### config.mk
export PLATFORM = sky130hd
export DESIGN_NAME = code_seq_detect
export DESIGN_NICKNAME = d
export VERILOG_FILES = /design/src/rtl/code_seq_detect.sv
export SDC_FILE = /design/constraint.sdc
export NUM_CORES = 1
export LEC_CHECK = 0
export CAP_MARGIN = 20
export CORE_MARGIN = 5
export CORE_UTILIZATION = 40
export CTS_BUF_LIST = sky130_fd_sc_hd__clkbuf_2 sky130_fd_sc_hd__clkbuf_4 sky130_fd_sc_hd__clkbuf_8
export CTS_CLUSTER_SIZE = 28
export DETAILED_ROUTE_END_ITERATION = 10
export PLACE_DENSITY_LB_ADDON = 0.05
export SLEW_MARGIN = 5
export SYNTH_ARGS = -nofsm -noshare
export SYNTH_HDL_FRONTEND = slang
export SYNTH_SLANG_ARGS = --single-unit
### constraint.sdc
create_clock -name clk -period 1.8 [get_ports clk]
set_input_delay 0.54 -clock clk [delete_from_list [all_inputs] [get_ports clk]]
set_output_delay 0.54 -clock clk [all_outputs]
set_load 0.03 [all_outputs]
### src/rtl/code_seq_detect.sv
// code_seq_detect: finds the ordered code sequence CODE0 -> CODE1 -> CODE2 in a
// valid-qualified 4-bit code stream; idle cycles may separate the codes.
// Build option: CODE_SEQ_DETECT_CNT_WRAP_EN makes hit_cnt wrap instead of saturate.
module code_seq_detect #(
    parameter logic [3:0] CODE0 = 4'b1110,
    parameter logic [3:0] CODE1 = 4'b1101,
    parameter logic [3:0] CODE2 = 4'b0111,
    parameter int         CNT_W = 8
) (
    input  logic             clk,
    input  logic             rst,
    input  logic             in_valid,
    input  logic [3:0]       in_code,
    input  logic             clr,
    output logic             match,
    output logic [1:0]       state_o,
    output logic [CNT_W-1:0] hit_cnt,
    output logic [3:0]       last_code
);

    typedef enum logic [1:0] {
        IDLE  = 2'd0,
        S1    = 2'd1,
        S2    = 2'd2,
        S_BAD = 2'd3
    } state_t;

    state_t state;
    state_t state_next;
    logic   match_next;
    logic   hit;

    // State register; reset and clear both return to IDLE.
    always_ff @(posedge clk or posedge rst) begin
        if (rst) begin
            state <= IDLE;
        end else begin
            state <= state_next;
        end
    end

    // Next-state decode; clr overrides any transition, and a code equal to
    // CODE0 always restarts the sequence in S1.
    always_comb begin
        state_next = state;
        match_next = 1'b0;
        hit        = 1'b0;
        if (clr) begin
            state_next = IDLE;
        end else if (state == S_BAD) begin
            state_next = IDLE;
        end else if (in_valid) begin
            case (state)
                IDLE: begin
                    state_next = (in_code == CODE0) ? S1 : IDLE;
                end
                S1: begin
                    if (in_code == CODE1)      state_next = S2;
                    else if (in_code == CODE0) state_next = S1;
                    else                       state_next = IDLE;
                end
                S2: begin
                    if (in_code == CODE2) begin
                        state_next = IDLE;
                        match_next = 1'b1;
                        hit        = 1'b1;
                    end else if (in_code == CODE0) begin
                        state_next = S1;
                    end else begin
                        state_next = IDLE;
                    end
                end
                default: begin
                    state_next = IDLE;
                end
            endcase
        end
    end

    // Registered one-cycle match pulse.
    always_ff @(posedge clk or posedge rst) begin
        if (rst) begin
            match <= 1'b0;
        end else begin
            match <= match_next;
        end
    end

    // Hit counter: cleared by clr, otherwise counts completed sequences.
    always_ff @(posedge clk or posedge rst) begin
        if (rst) begin
            hit_cnt <= '0;
        end else if (clr) begin
            hit_cnt <= '0;
        end else if (hit) begin
`ifdef CODE_SEQ_DETECT_CNT_WRAP_EN
            hit_cnt <= hit_cnt + CNT_W'(1);
`else
            if (hit_cnt != {CNT_W{1'b1}}) begin
                hit_cnt <= hit_cnt + CNT_W'(1);
            end
`endif
        end
    end

    // Last accepted code; loads on every valid edge, even while clearing.
    always_ff @(posedge clk or posedge rst) begin
        if (rst) begin
            last_code <= 4'b0000;
        end else if (in_valid) begin
            last_code <= in_code;
        end
    end

    assign state_o = state;

endmodule

==> reports/results.txt <==
status = finished, final reports clean
required time of the critical path = 1.26 ns
multi-input logic area = 357 um^2
period utilization = 93.5%
clock root cell = clkbuf_4
TritonCTS clock tree = done
port bufs = 22
Synth area leaders = dfrtp_1 (51%), mux2_2 (6.1%), a21oi_1 (4.1%), buf_6 (3.1%), nand2_1 (3.1%)
cells after synthesis = 70
Clock Power Share = 29.7%
stages on the worst setup path = 1
global placement routability congestion = 0.783
ant diodes = 0
NetSw = 0.165 mW
average cell area after synthesis = 10.5 um^2
global routing's busiest layer = met2
combinational cell fraction of total power = 14.9%
CP max stage delay = 0.44 ns
Seq pwr share = 55.4%
DRC = 0
Synth Warn # = 0
LEAKAGE = 0.588 nW
initial antenna violation count = 0
number of top-level pins = 23
DP HPWL = 1210 um
fin crit period = 1.68 ns
clk_skew = 0.00713 ns
register area share after synthesis = 51.1%
largest net degree at the start of global routing = 16
cell area power density = 573 mW/mm^2
Final Hold Viols = 0
GR Util met3 = 5.92%
RSZ-0062 raised after global routing = false
GR met2 Demand/Resource = 21.9%
core region area = 0.00175 mm^2
Max-slew headroom = 79.2%
peak supply drop = 0.405 mV
Sink Count = 15
layout cells sized above 1 = 27.1%
most common cell in the netlist = dfrtp_1
CP Class = flop to primary output
worst hold path type = flop to flop
FFs w/ async S/R, synth = 100%
Startpoint Class = flop
Post-Route WL = 1680 um
Pint = 0.473 mW
vias in the first global route = 644
initial detailed-routing violation count = 12
Clock transition at path regs = 0.09 ns
Vias = 678
Yosys top cell area share = 51.1%
crit-path cells = dlygate4sd2_1
slew at the pin closest to its max-slew limit = 0.313 ns
dominant cell type by area after synthesis = dfrtp_1
vias per cell = 5.14
row count = 15
Final Max Slew Viols = 0
Die ar. = 0.00279 mm^2
storage element area = 375 um^2
Synth Register Bits = 15
crit path buf inv count = 1
Placed Area = 0.00104 mm^2
clk_lat worst skew = 0.29 ns
CP top delay family = flip-flops
Setup crit end kind = primary output
CP arrival = 1.14 ns
# setup viols final = 0
routed length per instance = 12.7 um
Setup WS post-layout = 0.116 ns
number of synthesized flops with an enable pin = 0
max cap viols = 0
Total Nets Final = 117
DRT Pass-1 Iters = 4
Synth cell types = 24
dpl ws = -0.390 ns
crit-path max FO = 5
Die W = 52.9 um
H-Tree Depth = 1
ys flop type = dfrtp_1
Num CTS Buffers = 3
CTS max path bufs = 2
Antenna Nets Post-Route = 0
filler cell count = 170
final instance area = 0.00111 mm^2
Hold Path Stages = 1
met1 GRT Util = 18.8%
Slowest-stage cell, CP = dfrtp_1
global-route wire length before repair = 2890 um
area grow syn2layout = 51.6%
Chip Height = 52.9 um
initial core utilization = 42.1%
R2R cell count = 5
Sw Ratio = 25.8%
Post-Syn Nets = 79
maximum clock frequency = 594 MHz
GRT Util Overall = 14.4%
GRT Residual Overflow = 0
Synth Cell Area = 734 um^2
most frequent cells after synthesis = dfrtp_1 (15), a21oi_1 (6), nand2_1 (6)
repair_timing:
| action | in CTS | in global routing |
|---|---|---|
| hold buffers | 0 | 0 |
| buffers inserted | 2 | 0 |
| gates cloned | 1 | 0 |
| setup endpoints to repair | 19 | 3 |
| pin swaps | 5 | 4 |
| gates resized for setup | 17 | 8 |
layout make-up:
cell class,instances,share of cell area (%)
multi-input cells,50,32.0
flip-flops and latches,15,33.7
clock inverters,1,0.449
inverters,3,1.01
repair buffers,35,28.0
clock buffers,3,2.02
well taps,25,2.81
power by group through the flow:
stage | combinational (mW) | clock [mW] | sequential [mW]
final | 0.0950 | 0.190 | 0.353
after CTS | 0.0981 | 0.199 | 0.353
after global placement | 0.104 | 0 | 0.360
after detailed placement | 0.105 | 0 | 0.360
after floorplan | 0.0281 | 0 | 0.381
after global routing | 0.103 | 0.218 | 0.355
kinds of logic (layout without fill, tap and decap cells):
logic type | count (synthesis) | after routing | share of synthesized area, %
AND/OR/NAND/NOR | 27 | 27 | 20.6
AO/OA/AOI/OAI | 15 | 16 | 12.8
adder cells (fa/ha/maj) | 1 | 1 | 1.70
XOR/XNOR | 1 | 1 | 1.19
multiplexers | 5 | 5 | 7.50
buffers and inverters | 6 | 42 | 5.11
flip-flops | 15 | 15 | 51.1
layout by cell type (no fill, tap or decap), types with 4 or more instances in the layout:
| cell | netlist | layout |
|---|---|---|
| dfrtp_1 | 15 | 15 |
| dlygate4sd2_1 | 0 | 15 |
| buf_4 | 0 | 13 |
| nand2_1 | 6 | 6 |
| nor2_1 | 5 | 5 |
| a21oi_1 | 6 | 5 |
| dlymetal6s2s_1 | 0 | 5 |
| mux2_2 | 4 | 4 |
path summary, 6_finish.rpt:
| path | from | endpoint | slack (ns) |
|---|---|---|---|
| setup / recovery | hit_cnt[5]$_DFFE_PP0P_ | hit_cnt[5] | 0.12 |
| hold / removal | last_code[3]$_DFFE_PP0P_ | last_code[3]$_DFFE_PP0P_ | 0.51 |
| setup reg to reg | hit_cnt[0]$_DFFE_PP0P_ | hit_cnt[5]$_DFFE_PP0P_ | 0.14 |
| hold reg to reg | last_code[3]$_DFFE_PP0P_ | last_code[3]$_DFFE_PP0P_ | 0.51 |
| max in group asynchronous | rst | hit_cnt[6]$_DFFE_PP0P_ | 1.07 |
| min in group asynchronous | rst | last_code[3]$_DFFE_PP0P_ | 0.55 |
through the flow:
step / power (mW) / hold WS, ns / TNS, ns / instances / util (%)
3_5_place_dp: 0.465 / 0.501 / -2.30 / 125 / 59.7
4_1_cts: 0.650 / 0.520 / 0 / 132 / 62.4
3_3_place_gp: 0.464 / 0.492 / -2.16 / 125 / 59.7
5_1_grt: 0.676 / 0.542 / 0 / 132 / 63.8
6_report: 0.638 / 0.513 / 0 / 132 / 63.8
2_1_floorplan: 0.409 / 0.441 / 0 / 70 / -
registers in the layout (all words and copies together), names as in the netlist:
signal,cells
last_code,4
state_o,2
match,1
hit_cnt,8
layer usage:
layer	routed length, um	up-vias	part of all wire, %
li1	-	335	-
met2	822	15	49
met1	745	323	44
met5	0	-	0
met4	21	0	1.3
met3	92	5	5.5
Note: power is estimated with default switching activity, not from simulation.
